[src/rtl/regscan_pkg.sv]
// Shared types and constants for the register-file scan controller.
package regscan_pkg;

    localparam int REG_ADDR_W = 5;
    localparam int DATA_W     = 32;

    typedef enum logic [2:0] {
        ST_IDLE      = 3'd0,
        ST_DUMP_RD   = 3'd1,
        ST_DUMP_WAIT = 3'd2,
        ST_CLEAR     = 3'd3,
        ST_DONE      = 3'd4
    } state_t;

endpackage

[src/rtl/regfile_scan_ctrl.sv]
// Register-file scan controller: dumps every register over a valid/ready port or clears r1..rN-1.
// Optional macro REGSCAN_ABORT_EN adds an abort input that ends any operation early.
module regfile_scan_ctrl
    import regscan_pkg::*;
#(
    parameter int                 NUM_REGS    = 32,
    parameter logic [DATA_W-1:0]  CLEAR_VALUE = 32'h0000_0000
) (
    input  logic                  clk,
    input  logic                  rst_n,
    input  logic                  start,
    input  logic                  mode,
`ifdef REGSCAN_ABORT_EN
    input  logic                  abort,
`endif
    output logic [REG_ADDR_W-1:0] ra,
    input  logic [DATA_W-1:0]     bus_a,
    output logic [REG_ADDR_W-1:0] rw,
    output logic [DATA_W-1:0]     bus_w,
    output logic                  reg_wr,
    output logic [DATA_W-1:0]     dump_data,
    output logic [REG_ADDR_W-1:0] dump_idx,
    output logic                  dump_valid,
    input  logic                  dump_ready,
    output logic                  busy,
    output logic                  done
);

    localparam logic [REG_ADDR_W-1:0] LAST_IDX = REG_ADDR_W'(NUM_REGS - 1);

    state_t                  state_r, state_next_s;
    logic [REG_ADDR_W-1:0]   idx_r, idx_next_s;
    logic                    abort_s;

    logic [REG_ADDR_W-1:0]   ra_r, ra_next_s;
    logic [REG_ADDR_W-1:0]   rw_r, rw_next_s;
    logic [DATA_W-1:0]       bus_w_r, bus_w_next_s;
    logic                    reg_wr_r, reg_wr_next_s;
    logic [DATA_W-1:0]       dump_data_r, dump_data_next_s;
    logic [REG_ADDR_W-1:0]   dump_idx_r, dump_idx_next_s;
    logic                    dump_valid_r, dump_valid_next_s;
    logic                    busy_r, busy_next_s;
    logic                    done_r, done_next_s;

`ifdef REGSCAN_ABORT_EN
    assign abort_s = abort;
`else
    assign abort_s = 1'b0;
`endif

    // State, index and output registers; reset clears everything at once, even mid-operation.
    always_ff @(posedge clk or negedge rst_n) begin
        if (!rst_n) begin
            state_r      <= ST_IDLE;
            idx_r        <= 5'd0;
            ra_r         <= 5'd0;
            rw_r         <= 5'd0;
            bus_w_r      <= 32'h0000_0000;
            reg_wr_r     <= 1'b0;
            dump_data_r  <= 32'h0000_0000;
            dump_idx_r   <= 5'd0;
            dump_valid_r <= 1'b0;
            busy_r       <= 1'b0;
            done_r       <= 1'b0;
        end else begin
            state_r      <= state_next_s;
            idx_r        <= idx_next_s;
            ra_r         <= ra_next_s;
            rw_r         <= rw_next_s;
            bus_w_r      <= bus_w_next_s;
            reg_wr_r     <= reg_wr_next_s;
            dump_data_r  <= dump_data_next_s;
            dump_idx_r   <= dump_idx_next_s;
            dump_valid_r <= dump_valid_next_s;
            busy_r       <= busy_next_s;
            done_r       <= done_next_s;
        end
    end

    // Next-state and index logic; the index saturates at LAST_IDX and never wraps.
    always_comb begin
        state_next_s = state_r;
        idx_next_s   = idx_r;
        case (state_r)
            ST_IDLE: begin
                if (start) begin
                    if (mode) begin
                        state_next_s = ST_CLEAR;
                        idx_next_s   = 5'd1;
                    end else begin
                        state_next_s = ST_DUMP_RD;
                        idx_next_s   = 5'd0;
                    end
                end else begin
                    state_next_s = ST_IDLE;
                end
            end
            ST_DUMP_RD: begin
                if (abort_s) begin
                    state_next_s = ST_DONE;
                end else begin
                    state_next_s = ST_DUMP_WAIT;
                end
            end
            ST_DUMP_WAIT: begin
                if (abort_s) begin
                    state_next_s = ST_DONE;
                end else if (dump_ready) begin
                    if (idx_r == LAST_IDX) begin
                        state_next_s = ST_DONE;
                    end else begin
                        state_next_s = ST_DUMP_RD;
                        idx_next_s   = idx_r + 5'd1;
                    end
                end else begin
                    state_next_s = ST_DUMP_WAIT;
                end
            end
            ST_CLEAR: begin
                if (abort_s || (idx_r == LAST_IDX)) begin
                    state_next_s = ST_DONE;
                end else begin
                    idx_next_s   = idx_r + 5'd1;
                end
            end
            ST_DONE: begin
                state_next_s = ST_IDLE;
                idx_next_s   = 5'd0;
            end
            default: begin
                state_next_s = ST_IDLE;
                idx_next_s   = 5'd0;
            end
        endcase
    end

    // Output decode from the upcoming state so every output comes straight from a flop.
    always_comb begin
        ra_next_s         = 5'd0;
        rw_next_s         = 5'd0;
        bus_w_next_s      = 32'h0000_0000;
        reg_wr_next_s     = 1'b0;
        dump_valid_next_s = 1'b0;
        busy_next_s       = (state_next_s != ST_IDLE);
        done_next_s       = 1'b0;
        case (state_next_s)
            ST_DUMP_RD: begin
                ra_next_s = idx_next_s;
                rw_next_s = idx_next_s;
            end
            ST_DUMP_WAIT: begin
                ra_next_s         = idx_next_s;
                rw_next_s         = idx_next_s;
                dump_valid_next_s = 1'b1;
            end
            ST_CLEAR: begin
                ra_next_s     = idx_next_s;
                rw_next_s     = idx_next_s;
                bus_w_next_s  = CLEAR_VALUE;
                reg_wr_next_s = 1'b1;
            end
            ST_DONE: begin
                done_next_s = 1'b1;
            end
            ST_IDLE: begin
                busy_next_s = 1'b0;
            end
            default: begin
                busy_next_s = 1'b0;
            end
        endcase
        // BusA is only sampled on the single edge that leaves DUMP_RD for DUMP_WAIT.
        if ((state_r == ST_DUMP_RD) && (state_next_s == ST_DUMP_WAIT)) begin
            dump_data_next_s = bus_a;
            dump_idx_next_s  = idx_r;
        end else begin
            dump_data_next_s = dump_data_r;
            dump_idx_next_s  = dump_idx_r;
        end
    end

    assign ra         = ra_r;
    assign rw         = rw_r;
    assign bus_w      = bus_w_r;
    assign reg_wr     = reg_wr_r;
    assign dump_data  = dump_data_r;
    assign dump_idx   = dump_idx_r;
    assign dump_valid = dump_valid_r;
    assign busy       = busy_r;
    assign done       = done_r;

endmodule

[config.mk]
export PLATFORM = sky130hd
export DESIGN_NAME = regfile_scan_ctrl
export DESIGN_NICKNAME = d
export VERILOG_FILES = /design/src/rtl/regscan_pkg.sv /design/src/rtl/regfile_scan_ctrl.sv
export SDC_FILE = /design/constraint.sdc
export NUM_CORES = 1
export LEC_CHECK = 0
export BUFFER_PORTS_ARGS = -buffer_cell sky130_fd_sc_hd__buf_4
export CAP_MARGIN = 20
export CORE_AREA = 2 2 76 78
export DETAILED_ROUTE_END_ITERATION = 10
export DIE_AREA = 0 0 78 80
export PLACE_DENSITY_LB_ADDON = 0.12
export SYNTH_ARGS = -nofsm -noshare
export SYNTH_HDL_FRONTEND = slang
export SYNTH_SLANG_ARGS = --single-unit
[constraint.sdc]
create_clock -name clk -period 1.85 [get_ports clk]
set_input_delay 0.2775 -clock clk [delete_from_list [all_inputs] [get_ports clk]]
set_output_delay 0.2775 -clock clk [all_outputs]
set_load 0.01 [all_outputs]
==> results of run 1 <==
==> sequential cells by signal, indices dropped and copies added (netlist names) <==
signal and cells:
busy 1, done 1, dump_data 32, dump_idx 5, dump_valid 1, idx_r 5, reg_wr 1, rw 5
state_r 3
==> metal layers <==
metal  routed length [µm]  GRT usage
met1                 2000      0.191
met2                 2050      0.215
met3                  408     0.0464
met4                    0     0.0333
met5                    0          0
==> layout make-up <==
type / instances / area [µm²] / share of cell area
Multi-Input combinational cell: 120 / 872 / 0.283
Clock buffer: 7 / 76.3 / 0.0247
Timing Repair Buffer: 91 / 696 / 0.225
Sequential cell: 54 / 1350 / 0.438
Tap cell: 72 / 90.1 / 0.0292
==> power by group through the flow <==
stage	Clock, mW	Combinational [mW]	Sequential (mW)
after floorplan	0	1.29	2.23
after global placement	0	2.40	2.07
after detailed placement	0	2.41	2.10
after CTS	0.637	2.42	2.07
after global routing	0.688	2.57	2.15
final	0.602	2.39	2.07
==> cell usage in the layout, fill, tap and decap left out, types with 3 or more instances in the layout <==
master,count
a21oi_1,5
buf_4,90
clkbuf_8,5
conb_1,32
dfrtp_1,54
mux2_2,37
nand2_1,4
nand2b_1,3
nand3_1,4
nor2_1,9
nor3_1,4
==> stage by stage <==
stage,utilization,instance area [µm²]
finish,0.571,3090
CTS,0.569,3080
detailed placement,0.555,3000
floorplan,-,2550
global route,0.571,3090
global placement,0.555,3000
==> critical path: cells and delay by family, from the launching register on <==
kind | cells | cell delay, ns
compound gates | 1 | 0.40
fa+ha+maj | 1 | 0.27
flops | 1 | 0.44
simple gates | 2 | 0.43
==> timing repair <==
| item | in CTS | in global routing |
|---|---|---|
| resized for setup | 0 | 1 |
| buffers inserted | 0 | 0 |
| setup endpoints to repair | 0 | 1 |
==> cell families (layout without fill, tap and decap cells) <==
logic type               Yosys count  after routing  share of synthesized area
buffers and inverters             45             98                      0.138
AND/OR/NAND/NOR                   33             33                     0.0812
flip-flops                        54             54                      0.555
other                              1             32                    0.00154
adder cells (fa/ha/maj)            1              1                    0.00514
multiplexers                      37             37                      0.171
AO/OA/AOI/OAI                     17             17                     0.0478
==> path summary, 6_finish.rpt <==
| kind | start | end | cells past startpoint |
|---|---|---|---|
| worst max-delay path | idx_r[0] | rw[2] | 4 |
| worst min-delay path | rst_n | dump_valid | 1 |
| worst max register to register | idx_r[0] | rw[2] | 4 |
| worst min register to register | dump_data[24] | dump_data[24] | 1 |
| max in group asynchronous | rst_n | done | 1 |
| min in group clk | bus_a[10] | dump_data[10] | 2 |
==> impl_metrics.py, run 1 <==
metrics = {
    "outcome": {
        "status": "finished clean",
    },
    "clock_tree": {
        "clock-sinks": 54,
        "htreeDepth": 2,
        "numCtsBuffers": 5,
        "root_buffer": "clkbuf_8",
        "postCtsHoldBufs": 0,
        "clk_pin_slew_ns": 0.09,
        "clk_path_buf_depth": 2,
        "cts_tree": "yes",
        "clk_latency_ns": 0.29,
    },
    "power_and_ir_drop": {
        "switchingPower_mw": 1.70,
        "p_leak_nw": 1.53,
        "irDropWorstVdd_mv": 0.614,
        "swShare": 0.336,
        "power_frac_clock": 0.119,
        "power.density_nw_per_um2": 1640,
        "intPower_mw": 3.36,
        "p_total_mw": 5.06,
        "combPwrFrac": 0.472,
        "share_seq_of_total_power": 0.409,
    },
    "route": {
        "drc": 0,
        "first_pass_iters": 4,
        "wl_per_cell_um": 13.0,
        "drt_iter0_markers": 65,
        "viasPerCell": 4.66,
        "ant_nets": 0,
        "drt-total-wl_mm": 4.46,
        "vias": 1604,
    },
    "yosys": {
        "synth.most_common_cell": "dfrtp_1",
        "synth.area.top_cells": "dfrtp_1 55%, mux2_2 17%, buf_4 12%, nor2_1 1.4%, a21oi_1 1.0%",
        "syn_area_um2": 2430,
        "netlist-cell-type-count": 30,
        "syn_area_per_cell_um2": 13.0,
        "ys_ff_latch": 54,
        "yosys-top-cells-count": "54 x dfrtp_1, 40 x buf_4, 37 x mux2_2",
        "synthFlopType": "dfrtp_1",
        "yosysWarnings": 0,
        "ys_seq_area_frac": 0.555,
        "synth_edf_count": 0,
        "async_flop_share": 1.00,
        "synth_top_area_share": 0.555,
        "syn_inst": 188,
        "yosys.area.top_type": "dfrtp_1",
    },
    "layout": {
        "n_fill_cell": 471,
        "drive_gt1_frac": 0.507,
        "nets": 310,
        "diodes": 0,
        "area.growth.synth_to_final_pct": 26.7,
        "final_cells": 344,
    },
    "worst_setup_path": {
        "arrival_ns": 1.83,
        "cp_slowest_cell": "dfrtp_1",
        "path_class": "reg2reg",
        "critical_path.max_fanout": 10,
        "worst_ep_required_time_ns": 2.03,
        "rrSetupSlack_ns": 0.20,
        "cp-end-kind": "register",
        "crit_path_max_incr_delay_ns": 0.44,
        "path_cells": "ha_1, nand4_4, o21ai_1, and2b_1",
        "cp-start-kind": "register",
    },
    "global_routing": {
        "grt_max_degree": 55,
        "grt_pass1_vias": 1393,
        "antenna_found_initial": 0,
        "grtUsageTotal": 0.139,
        "grt_pass1_wl_mm": 6.82,
        "grt-ovfl-total": 0,
    },
    "timing": {
        "setup-tns-final_ns": 0,
        "skew_ns": 0.00722,
        "tightest_slew_ns": 0.679,
        "rsz0062_at_grt": "false",
        "fmax_mhz": 608,
        "fin_hold_ws_ns": 0.00961,
        "setup_viol": 0,
        "hold_viol": 0,
        "slew_headroom": 0.547,
        "slew_viol_final": 0,
        "period_share": 0.889,
        "period_minus_slack_ns": 1.65,
        "fin_ws_ns": 0.205,
    },
    "die": {
        "start_util": 0.450,
        "die-area_um2": 6240,
        "dieWidth_um": 78,
        "fp-row-count": 27,
        "ioPinCount": 120,
        "die_h_um": 80,
        "core-area_um2": 5410,
    },
    "hold_path": {
        "worstHoldPathType": "in2async",
    },
    "place": {
        "gp_congestion": 0.742,
        "hpwl_mm": 3.31,
        "io_buffers": 87,
        "post-place-ws_ns": 0.175,
        "place_inst": 337,
    },
    "flow_run": {
        "maxCapViolations": 0,
    },
}
Power figures use the tool's default switching activity.
==> run 2, diff against run 1 <==
- clock period: 1.85 -> 1.8 ns (I/O delays scaled with it)
==> run 2 against run 1 <==
  * The run now ends with negative hold slack left
  * Critical path type unchanged
  * Count of clock-buffer cells in the layout unchanged
  * Sequential power up 3%
  * Via count down 2.1%
  * Largest power group unchanged
  * Sequential cell count unchanged
  * Power up 4.6%
==> impl_metrics.py, run 2 (synthesized netlist as in run 1, its figures left out) <==
metrics = {
    "power_and_ir_drop": {
        "p_total_mw": 5.30,
        "irDropWorstVdd_mv": 0.774,
        "intPower_mw": 3.51,
        "p_leak_nw": 1.53,
        "power_frac_clock": 0.132,
        "swShare": 0.338,
        "switchingPower_mw": 1.79,
        "power.density_nw_per_um2": 1710,
        "share_seq_of_total_power": 0.401,
        "combPwrFrac": 0.467,
    },
    "worst_setup_path": {
        "worst_ep_required_time_ns": 1.99,
        "critical_path.max_fanout": 10,
        "cp-end-kind": "register",
        "path_class": "reg2reg",
        "arrival_ns": 1.80,
        "cp-start-kind": "register",
    },
    "outcome": {
        "status": "finished with violations",
        "violations": "negative hold slack",
    },
    "timing": {
        "fmax_mhz": 623,
        "skew_ns": 0.00559,
        "tightest_slew_ns": 0.677,
        "setup_viol": 0,
        "period_minus_slack_ns": 1.60,
        "slew_viol_final": 0,
        "rsz0062_at_grt": "false",
        "period_share": 0.891,
        "fin_ws_ns": 0.196,
        "fin_hold_ws_ns": -0.0000833,
        "setup-tns-final_ns": 0,
        "slew_headroom": 0.549,
        "hold_viol": 1,
    },
    "die": {
        "die_h_um": 80,
        "ioPinCount": 120,
        "fp-row-count": 27,
        "start_util": 0.450,
        "die-area_um2": 6240,
        "core-area_um2": 5410,
        "dieWidth_um": 78,
    },
    "layout": {
        "drive_gt1_frac": 0.524,
        "diodes": 0,
        "final_cell_mix": "90 x buf_4, 53 x dfrtp_1, 37 x mux2_2",
        "area.growth.synth_to_final_pct": 27.4,
        "final_common_cell": "buf_4",
        "nets": 310,
        "largest_reg_flops": 32,
    },
    "global_routing": {
        "grt-ovfl-total": 0,
        "grt_pass1_wl_mm": 7.11,
        "antenna_found_initial": 0,
        "grtUsageTotal": 0.144,
        "grt_max_degree": 55,
        "grt_pass1_vias": 1450,
    },
    "clock_tree": {
        "clock-sinks": 54,
        "postCtsHoldBufs": 0,
        "clk_pin_slew_ns": 0.09,
        "cts_tree": "yes",
        "postCtsSetupRepairBufs": 0,
        "clk_path_buf_depth": 2,
        "clk_latency_ns": 0.30,
        "htreeDepth": 2,
        "numCtsBuffers": 5,
        "root_buffer": "clkbuf_8",
    },
    "flow_run": {
        "maxCapViolations": 0,
    },
    "place": {
        "gp_congestion": 0.717,
        "post-place-ws_ns": 0.0665,
        "io_buffers": 87,
        "hpwl_mm": 3.36,
    },
    "route": {
        "drc": 0,
        "drt-total-wl_mm": 4.56,
        "viasPerCell": 4.55,
        "vias": 1571,
        "ant_nets": 0,
        "first_pass_iters": 4,
        "wl_per_cell_um": 13.2,
        "drt_iter0_markers": 60,
    },
    "hold_path": {
        "worstHoldPathType": "in2async",
    },
}
## run 2: cell types whose count changed in the layout (fill, tap and decap cells not counted)
| cell | delta |
|---|---|
| o21ai_2 | +1 |
| a221oi_2 | +1 |
| o21ai_1 | -1 |
| clkbuf_1 | -1 |
| dfrtp_1 | -1 |
| nand4_2 | +1 |
| nand4_4 | -1 |
| clkbuf_8 | +1 |
| dfrtp_2 | +1 |
| clkinv_2 | +1 |
| a221oi_1 | -1 |
## run 2: final timing paths
path                               from             to  slack, ns  cells past startpoint
max                            idx_r[1]          rw[2]       0.20                      4
min                               rst_n  dump_data[18]   -0.00008                      1
max reg2reg                    idx_r[1]          rw[2]       0.20                      4
min reg2reg                dump_data[6]   dump_data[6]       0.51                      1
max in group asynchronous         rst_n       idx_r[0]       1.31                      1
min in group clk              bus_a[10]  dump_data[10]       0.19                      2
## run 2: worst max-delay path: stages, from the launching register on
cell and delay, ns:
dfrtp_1 0.43, ha_1 0.24, nand4_2 0.27, o21ai_2 0.33, and2b_1 0.22
## run 2: layout make-up
type                            count  area [µm²]
Clock inverter                      1        5.00
Clock buffer                        7        86.3
Tap cell                           72        90.1
Fill cell                         488        2300
Timing Repair Buffer               91         696
Sequential cell                    54        1350
Multi-Input combinational cell    120         873
## run 2: stage by stage
step / std cells / utilization / instance area, µm²
6_report: 345 / 0.574 / 3100
5_1_grt: 345 / 0.574 / 3100
4_1_cts: 345 / 0.572 / 3090
3_5_place_dp: 337 / 0.555 / 3000
3_3_place_gp: 337 / 0.555 / 3000
2_1_floorplan: 219 / - / 2550
## run 2: power groups by stage
stage / combinational (mW) / clock, mW / sequential [mW]
after detailed placement: 2.49 / 0 / 2.15
final: 2.47 / 0.698 / 2.13
after global placement: 2.47 / 0 / 2.13
after floorplan: 1.32 / 0 / 2.29
after CTS: 2.49 / 0.712 / 2.12
after global routing: 2.67 / 0.768 / 2.21
## run 2: repair_timing
item                                    in CTS  in global routing
endpoints found under the hold margin        0                  0
resized for setup                            0                  3
endpoints found under the setup margin       0                  3
## run 2: per-layer routing
layer | routed length (µm) | vias up | global-route usage
li1 | - | 748 | -
met1 | 2120 | 746 | 0.206
met2 | 2010 | 74 | 0.217
met3 | 396 | 3 | 0.0430
met4 | 27 | 0 | 0.0316
met5 | 0 | - | 0
==> run 3, diff against run 2 <==
- CTS_BUF_LIST: not set -> sky130_fd_sc_hd__clkbuf_4 sky130_fd_sc_hd__clkbuf_8 sky130_fd_sc_hd__clkbuf_16
- PLACE_DENSITY: not set -> 0.79
- PLACE_DENSITY_LB_ADDON: 0.12 -> not set
==> run 3 against run 2 <==
  * The flow now finishes without violations
  * Non-clock buffer count down 1
  * Global-route usage down 0.28 points
  * Sequential share of layout area up 0.083 points
  * Register-to-register slack better by 0.03 ns
  * Cell area down 0.28%
  * Maximum frequency up 1.8%
  * Wire length down 0.90%
  * Utilization down 0.16 points
  * Combinational power about the same
  * Clock skew down 0.0010 ns
  * Cell count down 0.87%
==> impl_metrics.py, run 3 (synthesized netlist as in run 1, its figures left out) <==
metrics = {
    "clock_tree": {
        "htreeDepth": 2,
        "clock-sinks": 54,
        "numCtsBuffers": 5,
        "clk_pin_slew_ns": 0.08,
        "cts_resized": 0,
        "clk_latency_ns": 0.29,
        "root_buffer": "clkbuf_8",
        "postCtsHoldBufs": 0,
        "clk_path_buf_depth": 2,
        "cts_tree": "yes",
        "postCtsSetupRepairBufs": 0,
    },
    "die": {
        "die-area_um2": 6240,
        "die_h_um": 80,
        "core-area_um2": 5410,
        "ioPinCount": 120,
        "fp-row-count": 27,
        "start_util": 0.450,
        "dieWidth_um": 78,
    },
    "outcome": {
        "status": "finished clean",
    },
    "place": {
        "place_inst": 336,
        "hpwl_mm": 3.39,
        "post-place-ws_ns": 0.131,
        "dpl_cell_area_um2": 2990,
        "io_buffers": 87,
        "gp_congestion": 0.737,
    },
    "route": {
        "wl_per_cell_um": 13.2,
        "first_pass_iters": 4,
        "vias": 1586,
        "ant_nets": 0,
        "viasPerCell": 4.64,
        "drt_iter0_markers": 29,
        "drt-total-wl_mm": 4.51,
        "drc": 0,
    },
    "layout": {
        "largest_reg_flops": 32,
        "final_common_cell": "buf_4",
        "final_cells": 342,
        "design_area_um2": 3090,
        "nets": 309,
        "drive_gt1_frac": 0.519,
        "area.growth.synth_to_final_pct": 27.1,
        "diodes": 0,
        "final_cell_mix": "89 x buf_4, 54 x dfrtp_1, 37 x mux2_2",
        "final_util": 0.572,
    },
    "timing": {
        "period_share": 0.875,
        "hold_viol": 0,
        "setup-tns-final_ns": 0,
        "slew_headroom": 0.558,
        "slew_viol_final": 0,
        "tightest_slew_ns": 0.663,
        "fmax_mhz": 635,
        "setup_viol": 0,
        "fin_hold_ws_ns": 0.00961,
        "skew_ns": 0.00457,
        "fin_ws_ns": 0.224,
        "period_minus_slack_ns": 1.58,
        "rsz0062_at_grt": "false",
    },
    "global_routing": {
        "antenna_found_initial": 0,
        "grt-ovfl-total": 0,
        "grtUsageTotal": 0.141,
        "grt_pass1_wl_mm": 6.90,
        "grt_max_degree": 55,
        "grt_pass1_vias": 1459,
    },
    "power_and_ir_drop": {
        "power_frac_clock": 0.121,
        "switchingPower_mw": 1.75,
        "share_seq_of_total_power": 0.409,
        "combPwrFrac": 0.470,
        "power.density_nw_per_um2": 1690,
        "p_total_mw": 5.23,
        "intPower_mw": 3.48,
        "swShare": 0.335,
        "irDropWorstVdd_mv": 0.672,
        "p_leak_nw": 1.53,
    },
    "hold_path": {
        "worstHoldPathType": "in2async",
    },
    "worst_setup_path": {
        "critical_path.max_fanout": 10,
        "cp_slowest_cell": "dfrtp_1",
        "crit_path_max_incr_delay_ns": 0.45,
        "cp-end-kind": "register",
        "path_cells": "ha_1, nand4_4, nor3b_1, a221oi_2, nor2_1",
        "reg2reg_from": "idx_r[0]",
        "startpoint": "idx_r[0]",
        "path_class": "reg2reg",
        "cp-start-kind": "register",
        "path_delay_family": "simple AND/OR/NAND/NOR gates",
        "arrival_ns": 1.75,
        "worst_ep_required_time_ns": 1.97,
        "worstPathBufferInverterCount": 0,
    },
    "flow_run": {
        "maxCapViolations": 0,
    },
}
[run 3: changes by cell type in the layout (fill, tap and decap cells not counted)]
cell	change
nand4_4	+1
dfrtp_2	-1
buf_4	-1
dfrtp_1	+1
clkinv_2	-1
clkbuf_1	-1
nand4_2	-1
[run 3: power groups by stage]
stage / sequential [mW] / clock, mW / combinational, mW
final: 2.14 / 0.633 / 2.46
after global routing: 2.22 / 0.721 / 2.66
after CTS: 2.13 / 0.672 / 2.47
after detailed placement: 2.16 / 0 / 2.47
after global placement: 2.14 / 0 / 2.42
after floorplan: 2.29 / 0 / 1.32
[run 3: layout make-up]
class / count / area [µm²]
Timing Repair Buffer: 90 / 688
Clock buffer: 6 / 82.6
Fill cell: 474 / 2310
Sequential cell: 54 / 1350
Tap cell: 72 / 90.1
Multi-Input combinational cell: 120 / 882
[run 3: worst paths after layout]
check | endpoint | cells after the start | slack [ns]
min in group clk | dump_data[8] | 2 | 0.21
hold / removal | dump_data[21] | 1 | 0.01
hold reg to reg | dump_data[18] | 1 | 0.51
setup / recovery | rw[0] | 5 | 0.22
setup reg to reg | rw[0] | 5 | 0.22
max in group asynchronous | dump_data[4] | 1 | 1.35
[run 3: routing by layer]
metal | global-route usage | vias up | wire, µm
met5 | 0 | - | 0
met2 | 0.246 | 79 | 2230
met3 | 0.0441 | 2 | 406
li1 | - | 739 | -
met4 | 0.0316 | 0 | 9
met1 | 0.173 | 766 | 1870
